<file path="config.mk">
export PLATFORM = sky130hd
export DESIGN_NAME = decode_ctrl_seq
export DESIGN_NICKNAME = d
export VERILOG_FILES = /design/src/rtl/decode_ctrl_seq.sv
export SDC_FILE = /design/constraint.sdc
export NUM_CORES = 1
export LEC_CHECK = 0
export BUFFER_PORTS_ARGS = -buffer_cell sky130_fd_sc_hd__buf_4
export CORE_MARGIN = 5
export CORE_UTILIZATION = 45
export CTS_CLUSTER_DIAMETER = 40
export DETAILED_ROUTE_END_ITERATION = 8
export PLACE_DENSITY = 0.78
export SYNTH_ARGS = -nofsm -noshare
export SYNTH_HDL_FRONTEND = slang
export SYNTH_SLANG_ARGS = --single-unit
export TNS_END_PERCENT = 1
</file>
<file path="constraint.sdc">
create_clock -name clk -period 2.1 [get_ports clk]
set_input_delay 0.105 -clock clk [delete_from_list [all_inputs] [get_ports clk]]
set_output_delay 0.105 -clock clk [all_outputs]
set_load 0.02 [all_outputs]
</file>
<file path="src/rtl/decode_ctrl_seq.sv">
// Registered RV32IM decode stage with MUL/DIV sequencing.
// Latency: 1 cycle from accept to valid_e; MDU ops then hold off fetch for MUL_LAT/DIV_LAT cycles.
// Backpressure: instr_ready drops during stall_in, MDU busy, flush and reset; stall_in holds the e-stage in IDLE.
module decode_ctrl_seq #(
  parameter int M_EXT   = 1,
  parameter int MUL_LAT = 1,
  parameter int DIV_LAT = 33
) (
  input  logic        clk,
  input  logic        rst,
  input  logic        instr_valid,
  input  logic [31:0] instr,
  output logic        instr_ready,
  input  logic        stall_in,
  input  logic        flush,
  output logic        valid_e,
  output logic        branch_e,
  output logic        jump_e,
  output logic        jalr_e,
  output logic        mem_write_e,
  output logic        alu_src_e,
  output logic        reg_write_e,
  output logic [1:0]  result_src_e,
  output logic [2:0]  imm_src_e,
  output logic [2:0]  alu_op_e,
  output logic        rs1_used_e,
  output logic        rs2_used_e,
  output logic        mul_en_e,
  output logic        div_en_e,
  output logic        illegal_e,
  output logic        mdu_busy,
  output logic        mdu_done
);

  // Busy counter is sized for the longer of the two MDU latencies.
  localparam int MAX_LAT = (MUL_LAT > DIV_LAT) ? MUL_LAT : DIV_LAT;
  localparam int CNT_W   = $clog2(MAX_LAT + 1);

  typedef enum logic {S_IDLE = 1'b0, S_BUSY = 1'b1} state_t;

  state_t             state_q, state_d;
  logic [CNT_W-1:0]   cnt_q, cnt_d;
  logic               valid_q, valid_d;
  logic [18:0]        ctl_q, ctl_d;
  logic [18:0]        dec_ctl;
  logic               accept;

  logic [6:0] opcode;
  logic [6:0] funct7;
  logic       funct3_msb;
  logic       unused_instr_bits;

  logic       d_branch, d_jump, d_jalr, d_mem_write, d_alu_src, d_reg_write;
  logic [1:0] d_result_src;
  logic [2:0] d_imm_src, d_alu_op;
  logic       d_rs1, d_rs2, d_mul, d_div, d_illegal;

  assign opcode            = instr[6:0];
  assign funct7            = instr[31:25];
  assign funct3_msb        = instr[14];
  // Register indices, immediates and funct3[1:0] are consumed by later stages.
  assign unused_instr_bits = ^{instr[24:15], instr[13:7]};

  assign mdu_busy    = (state_q == S_BUSY);
  // An op whose last cycle coincides with flush or reset is aborted, so no done pulse.
  assign mdu_done    = mdu_busy && (cnt_q == CNT_W'(1)) && !flush && !rst;
  assign instr_ready = !mdu_busy && !stall_in && !rst && !flush;
  assign accept      = instr_valid && instr_ready;

  // Instruction decode into e-stage control fields; unknown encodings raise illegal only.
  always_comb begin
    d_branch     = 1'b0;
    d_jump       = 1'b0;
    d_jalr       = 1'b0;
    d_mem_write  = 1'b0;
    d_alu_src    = 1'b0;
    d_reg_write  = 1'b0;
    d_result_src = 2'd0;
    d_imm_src    = 3'd0;
    d_alu_op     = 3'd0;
    d_rs1        = 1'b0;
    d_rs2        = 1'b0;
    d_mul        = 1'b0;
    d_div        = 1'b0;
    d_illegal    = 1'b0;
    case (opcode)
      7'd51: begin
        if (funct7 == 7'd0 || funct7 == 7'd32) begin
          d_reg_write = 1'b1;
          d_alu_op    = 3'd2;
          d_rs1       = 1'b1;
          d_rs2       = 1'b1;
        end else if (M_EXT != 0 && funct7 == 7'd1) begin
          if (funct3_msb) begin
            d_div    = 1'b1;
            d_alu_op = 3'd5;
          end else begin
            d_mul    = 1'b1;
            d_alu_op = 3'd4;
          end
          d_reg_write = 1'b1;
          d_rs1       = 1'b1;
          d_rs2       = 1'b1;
        end else begin
          d_illegal = 1'b1;
        end
      end
      7'd3: begin
        d_result_src = 2'd1;
        d_alu_src    = 1'b1;
        d_imm_src    = 3'd0;
        d_reg_write  = 1'b1;
        d_rs1        = 1'b1;
      end
      7'd19: begin
        d_alu_src   = 1'b1;
        d_imm_src   = 3'd0;
        d_reg_write = 1'b1;
        d_alu_op    = 3'd2;
        d_rs1       = 1'b1;
      end
      7'd35: begin
        d_mem_write = 1'b1;
        d_alu_src   = 1'b1;
        d_imm_src   = 3'd1;
        d_rs1       = 1'b1;
        d_rs2       = 1'b1;
      end
      7'd99: begin
        d_branch  = 1'b1;
        d_imm_src = 3'd2;
        d_alu_op  = 3'd1;
        d_rs1     = 1'b1;
        d_rs2     = 1'b1;
      end
      7'd103: begin
        d_jump       = 1'b1;
        d_jalr       = 1'b1;
        d_alu_src    = 1'b1;
        d_imm_src    = 3'd0;
        d_result_src = 2'd2;
        d_reg_write  = 1'b1;
        d_rs1        = 1'b1;
      end
      7'd111: begin
        d_jump       = 1'b1;
        d_imm_src    = 3'd3;
        d_result_src = 2'd2;
        d_reg_write  = 1'b1;
      end
      7'd23: begin
        d_imm_src    = 3'd4;
        d_result_src = 2'd3;
        d_reg_write  = 1'b1;
      end
      7'd55: begin
        d_alu_src   = 1'b1;
        d_imm_src   = 3'd4;
        d_alu_op    = 3'd3;
        d_reg_write = 1'b1;
      end
      default: d_illegal = 1'b1;
    endcase
  end

  assign dec_ctl = {d_branch, d_jump, d_jalr, d_mem_write, d_alu_src, d_reg_write,
                    d_result_src, d_imm_src, d_alu_op, d_rs1, d_rs2, d_mul, d_div, d_illegal};

  assign {branch_e, jump_e, jalr_e, mem_write_e, alu_src_e, reg_write_e,
          result_src_e, imm_src_e, alu_op_e, rs1_used_e, rs2_used_e,
          mul_en_e, div_en_e, illegal_e} = ctl_q;
  assign valid_e = valid_q;

  // MDU sequencer next state: load latency on an accepted MUL/DIV, count down regardless of stall.
  always_comb begin
    state_d = state_q;
    cnt_d   = cnt_q;
    if (flush) begin
      state_d = S_IDLE;
      cnt_d   = '0;
    end else begin
      case (state_q)
        S_IDLE: begin
          if (accept && (d_mul || d_div)) begin
            state_d = S_BUSY;
            cnt_d   = d_mul ? CNT_W'(MUL_LAT) : CNT_W'(DIV_LAT);
          end
        end
        S_BUSY: begin
          cnt_d = cnt_q - CNT_W'(1);
          if (cnt_q == CNT_W'(1)) state_d = S_IDLE;
        end
        default: begin
          state_d = S_IDLE;
          cnt_d   = '0;
        end
      endcase
    end
  end

  // E-stage next state: flush kills, accept loads, stall holds only while the MDU is idle.
  always_comb begin
    valid_d = 1'b0;
    ctl_d   = ctl_q;
    if (flush) begin
      valid_d = 1'b0;
    end else if (accept) begin
      valid_d = 1'b1;
      ctl_d   = dec_ctl;
    end else if (!mdu_busy && stall_in) begin
      valid_d = valid_q;
    end
  end

  // State, counter and pipeline register update with synchronous reset.
  always_ff @(posedge clk) begin
    if (rst) begin
      state_q <= S_IDLE;
      cnt_q   <= '0;
      valid_q <= 1'b0;
      ctl_q   <= '0;
    end else begin
      state_q <= state_d;
      cnt_q   <= cnt_d;
      valid_q <= valid_d;
      ctl_q   <= ctl_d;
    end
  end

endmodule

</file>
==> results of run 1 <==
## critical path, cell delays in order
cell and delay [ns]:
buf_4 0.11, or4_4 0.55, nor4_2 0.35, or3b_1 0.44, and3_1 0.19, o21ba_1 0.17
## metrics by stage
step	total power, W	setup slack, ns	cell area (sq um)	cells	utilization (%)
after global routing	0.000906	0.358	1720	238	61.2
after detailed placement	0.000649	0.0691	1690	234	60.2
final	0.000861	0.433	1720	238	61.2
after CTS	0.000871	0.427	1720	238	61.2
after global placement	0.000645	0.112	1690	234	60.2
after floorplan	0.000594	0.109	1350	168	-
## kinds of logic after synthesis
logic type                 Yosys count  synth area share, %
and+or+nand+nor                     80                 32.2
adders and majority gates            2                 1.87
AOI/OAI and AO/OA                   39                 18.1
xor gates and xnor gates             3                 1.96
DFF                                 27                 40.4
buffers and inverters               17                 5.52
## area by class of cell
cell class | count | area, sq um | share of cell area, %
Clock inverter | 1 | 5.00 | 0.292
Clock buffer | 3 | 22.5 | 1.31
Timing Repair Buffer | 47 | 353 | 20.6
Tap cell | 31 | 38.8 | 2.26
Multi-Input combinational cell | 124 | 738 | 43.0
Inverter | 5 | 18.8 | 1.09
Sequential cell | 27 | 541 | 31.5
## registers in the layout, summed over array words and instances (netlist names)
| register | cells |
|---|---|
| mdu_busy | 1 |
| valid_e | 1 |
| ctl_q | 19 |
| cnt_q | 6 |
## routing by layer
| layer | track usage, % | share of wire, % | wire (um) | up-vias |
|---|---|---|---|---|
| met5 | 0 | 0 | 0 | - |
| met3 | 2.59 | 4.7 | 155 | 2 |
| met2 | 30.9 | 50 | 1670 | 34 |
| met4 | 5.28 | 0.79 | 26 | 0 |
| met1 | 19.7 | 44 | 1460 | 616 |
| li1 | - | - | - | 679 |
## power breakdown
group          leakage [nW]  internal (W)  total [W]  switching (W)
Combinational         0.443     0.0000529   0.000117      0.0000637
Clock                0.0177     0.0000713   0.000224       0.000153
Sequential            0.218      0.000518   0.000521     0.00000275
Total                 0.679      0.000642   0.000861       0.000219
## worst min-delay path by stage
| stage | from | end | slack [ns] | depth (start not counted) |
|---|---|---|---|---|
| after floorplan | flush | instr_ready | 0.25 | 1 |
| after global placement | stall_in | valid_e | 0.39 | 3 |
| after detailed placement | stall_in | valid_e | 0.40 | 3 |
| after CTS | stall_in | valid_e | 0.04 | 3 |
| after global routing | stall_in | valid_e | 0.03 | 3 |
| final | stall_in | valid_e | 0.06 | 3 |
## synth_stat cells, types with 3 or more instances
library cell   n
dfxtp_1       27
a21oi_1       17
nand2_1       17
nor2_1        15
clkbuf_1       9
nor3_1         9
nand3_1        7
o21ai_0        6
inv_1          5
nand2b_1       5
nor4_1         5
nand3b_1       4
a211oi_1       3
nor2b_1        3
==> metrics, run 1 <==
PwrDens=502 nW/um^2; fin crit period=1.67 ns; Fin. Hold Viols=0; htree depth=1; Cell variety after synth=39; global-route wire length before repair=5740 um; Slew HR=slightly above 70%; Core Footprint=approximately 2800 sq um; Arr. time, crit path=around 1.9 ns; DP HPWL=roughly 2600 um; top cell type's share of synthesized area=40.4%; Detail Route Antenna Nets=0; Placer Congestion=0.847; setup_tns=0 ns; Clock Latency Late Sink=0.32 ns; Worst Path Required=roughly 2.3 ns; Worst setup EP type=register; max_cap viols=0; Die Ht=between 60 and 70 um; commonest non-fill, non-tap cell in the layout=buf_4; FILL cells=268; Syn. warnings=0; CP Launch Type=primary input; DRC viols=0; 1st-iter DRT viols=67; Layout Skew=approximately 0.012 ns; most frequent cells in the layout=buf_4, dfxtp_1, nand2_1, a21oi_1, nor2_1; post-route clock period utilization=between 70 and 80%; I/O pin count=60; # diodes=0; I/O Buffers=42; CTS root buffer=clkbuf_4; asr flop ratio synth=0%; Synth area leaders=dfxtp_1, a21oi_1, nand2_1; max-slew violations=0; syn_nets=around 210; flop2flop setup slack=0.47 ns; Post-Syn Area per Cell=roughly 8.0 sq um; peak supply drop=0.266 mV; measured slew at the worst slew-check pin=approximately 0.43 ns; Clock Tree Buf Depth=2; dominant cell type by area after synthesis=dfxtp_1; cell count after synthesis=168; CTS Hold Bufs=0; CP Capture Point=cnt_q[3]; clock sinks=27; DR pass1 iterations=4; reg-to-reg endpoint=cnt_q[3]; initial antenna violation count=0; Vias/cell=5.59; #FFs+latches synth=27; vias in the first global route=between 1000 and 1500; static leakage=~0.68 nW; Seq/Total Area, Yosys=40.4%; top_reg_cell synth=dfxtp_1; Tot GR Track Use=16.7%; Finish-stage setup viols=0; largest net degree at the start of global routing=23; FMAX=600 MHz; crit path launch=instr[26]; TritonCTS buffer count=3; Area Growth Syn to Fin=28.3%; Post-synth EDFFs=0; Hold Crit Class=in2reg; Cell Rows=19; Reg2Reg Depth=5; Initial Utilization=47.7%; kind of critical path=in2reg; routed wire length per instance=13.9 um; die area=4160 sq um; crit-path max FO=4; CTS tree=built; status=complete, no violations; clock transition at the registers of the reported paths=0.15 ns; Nets=~250; R2R Path Start=mdu_busy; unrepaired setup endpoints after global routing=no; Setup Buffers After CTS=0; DRT Wirelength=3310 um; Vias=1331; cell area after synthesis=approximately 1300 sq um; Die W=64.5 um; grt ovf=0; share of layout cells above drive strength 1=27.1%; Min Hold Slack=0.0562 ns; post_cts resized=0
Note: power is estimated with default switching activity, not from simulation.
==> run 2: changes to the inputs <==
==> constraint.sdc (replaced) <==
create_clock -name clk -period 1.6 [get_ports clk]
set_input_delay 0.08 -clock clk [delete_from_list [all_inputs] [get_ports clk]]
set_output_delay 0.08 -clock clk [all_outputs]
set_load 0.02 [all_outputs]
==> run 2 against run 1 <==
- die area stayed put
- register-to-register slack worse by 0.36 ns
- global-route usage is 0.96 points higher
- cell count is 3.4% higher
- sequential share of layout area is 1.4 points lower
- core utilization is 3.3 points higher
- combinational power is 44% higher
- design area is 5.4% higher
- first-iteration DRC count is 40% lower
- hold slack worse by 0.014 ns
- largest power group unchanged
==> metrics, run 2 (same netlist as run 1, synthesis figures left out) <==
Worst setup EP type=register; clock transition at the registers of the reported paths=0.15 ns; Fin. Hold Viols=0; Hold Path End=ctl_q[9]; Clock Tree Buf Depth=2; status=complete, no violations; DRT Wirelength=approximately 3600 um; htree depth=1; max_cap viols=0; Worst Path Required=1.87 ns; Initial Utilization=47.7%; global-route wire length before repair=approximately 6000 um; Setup Buffers After CTS=0; hold_sp=instr[3]; 1st-iter DRT viols=40; final cell count without fillers=246; CP Launch Type=register; Vias/cell=about 5.6; share of layout cells above drive strength 1=31.6%; max-slew violations=0; Area Growth Syn to Fin=35.3%; Hold Path Stages=3; Cell Rows=19; Top reg by flops=ctl_q; static leakage=a little over 0.7 nW; crit-path max FO=22; Hold Crit Class=in2reg; kind of critical path=reg2reg; CTS tree=built; Tot GR Track Use=approximately 18%; Die Ht=around 65 um; Finish-stage setup viols=0; biggest registers after layout=ctl_q: 19 flops, cnt_q: 6 flops; Arr. time, crit path=1.76 ns; placed cells=241; CTS root buffer=clkbuf_4; reg-to-reg endpoint=ctl_q[16]; Detail Route Antenna Nets=0; Layout Skew=0.00507 ns; flop2flop setup slack=between 0.1 and 0.15 ns; unrepaired setup endpoints after global routing=yes; Reg2Reg Depth=6; Die W=about 65 um; vias in the first global route=around 1400; CP cell instances=nor4_4 -> nand2_1 -> buf_4 -> nor4_1 -> a21oi_1 -> nor2_1; post-route clock period utilization=93.2%; DR pass1 iterations=4; I/O pin count=60; die area=4160 sq um; Vias=1384; Core Footprint=~2800 sq um; max reg flops=19; grt ovf=0; TritonCTS buffer count=3; CP top delay family=simple AND/OR/NAND/NOR gates; crit path launch=mdu_busy; most frequent cells in the layout=buf_4, dfxtp_1, nand2_1, a21oi_1, nor2_1; FMAX=roughly 670 MHz; Nets=255; I/O Buffers=42; DRC viols=0; Min Hold Slack=between 0.04 and 0.05 ns; initial antenna violation count=0; # diodes=0; Slew HR=70.3%; commonest non-fill, non-tap cell in the layout=buf_4; CP bufs+invs=1; clock sinks=27; measured slew at the worst slew-check pin=roughly 0.44 ns; Clock Latency Late Sink=between 0.3 and 0.4 ns; R2R Path Start=mdu_busy; DP HPWL=about 2800 um; peak supply drop=0.296 mV; routed wire length per instance=14.4 um; fin crit period=around 1.5 ns; Max stage delay cell, worst path=dfxtp_4; PwrDens=632 nW/um^2; Crit path largest cell delay=0.38 ns; Placer Congestion=0.856; largest net degree at the start of global routing=23
==> run 2: cell types whose count changed in the layout (fill, tap and decap cells not counted), sizes merged <==
cell	change
buf	+7
dlygate4sd3	+1
==> run 2: stage by stage <==
stage / setup WS (ns) / area, sq um / total power [W] / util (%) / setup TNS [ns]
6_report: 0.109 / 1810 / 0.00114 / 64.5 / 0
5_1_grt: -0.00258 / 1810 / 0.00120 / 64.5 / -0.00258
4_1_cts: 0.0196 / 1780 / 0.00114 / 63.4 / 0
3_5_place_dp: -0.336 / 1750 / 0.000861 / 62.4 / -2.86
3_3_place_gp: -0.323 / 1750 / 0.000854 / 62.4 / -2.63
2_1_floorplan: -0.302 / 1370 / 0.000778 / - / -1.30
==> run 2: area by class of cell <==
class | instances | area [sq um]
Fill cell | 261 | 996
Inverter | 5 | 18.8
Timing Repair Buffer | 55 | 415
Sequential cell | 27 | 544
Tap cell | 31 | 38.8
Multi-Input combinational cell | 124 | 764
Clock inverter | 1 | 5.00
Clock buffer | 3 | 22.5
==> run 2: report_power, final <==
part / total (W) / internal [W] / switching, W
Combinational: 0.000169 / 0.0000796 / 0.0000890
Sequential: 0.000682 / 0.000678 / 0.00000379
Clock: 0.000293 / 0.0000936 / 0.000199
Total: 0.00114 / 0.000851 / 0.000292
==> run 2: worst max path at each step <==
stage                 to  slack [ns]  depth (start not counted)
2_1_floorplan   cnt_q[3]       -0.30                          7
3_3_place_gp    cnt_q[3]       -0.32                          6
3_5_place_dp    cnt_q[3]       -0.34                          6
4_1_cts         cnt_q[3]        0.02                          6
5_1_grt         ctl_q[2]      -0.003                          6
6_report       ctl_q[16]        0.11                          6
==> run 2: metal layers <==
metal | global-route usage (%) | wire length (um)
met5 | 0 | 0
met4 | 5.28 | 25
met3 | 1.73 | 185
met2 | 34.5 | 1900
met1 | 20.1 | 1450
==> run 2: what timing repair did <==
item | 4_1_cts | 5_1_grt
setup endpoints to repair | 0 | 7
hold buffers | 0 | 1
endpoints found under the hold margin | 0 | 1
gates resized for setup | 0 | 4
==> run 2: tightest hold or removal path: cells and delay by family <==
kind                   cells  cell delay (ns)
and+or+nand+nor            1             0.07
buffers and inverters      1             0.11
AOI/OAI and AO/OA          1             0.06
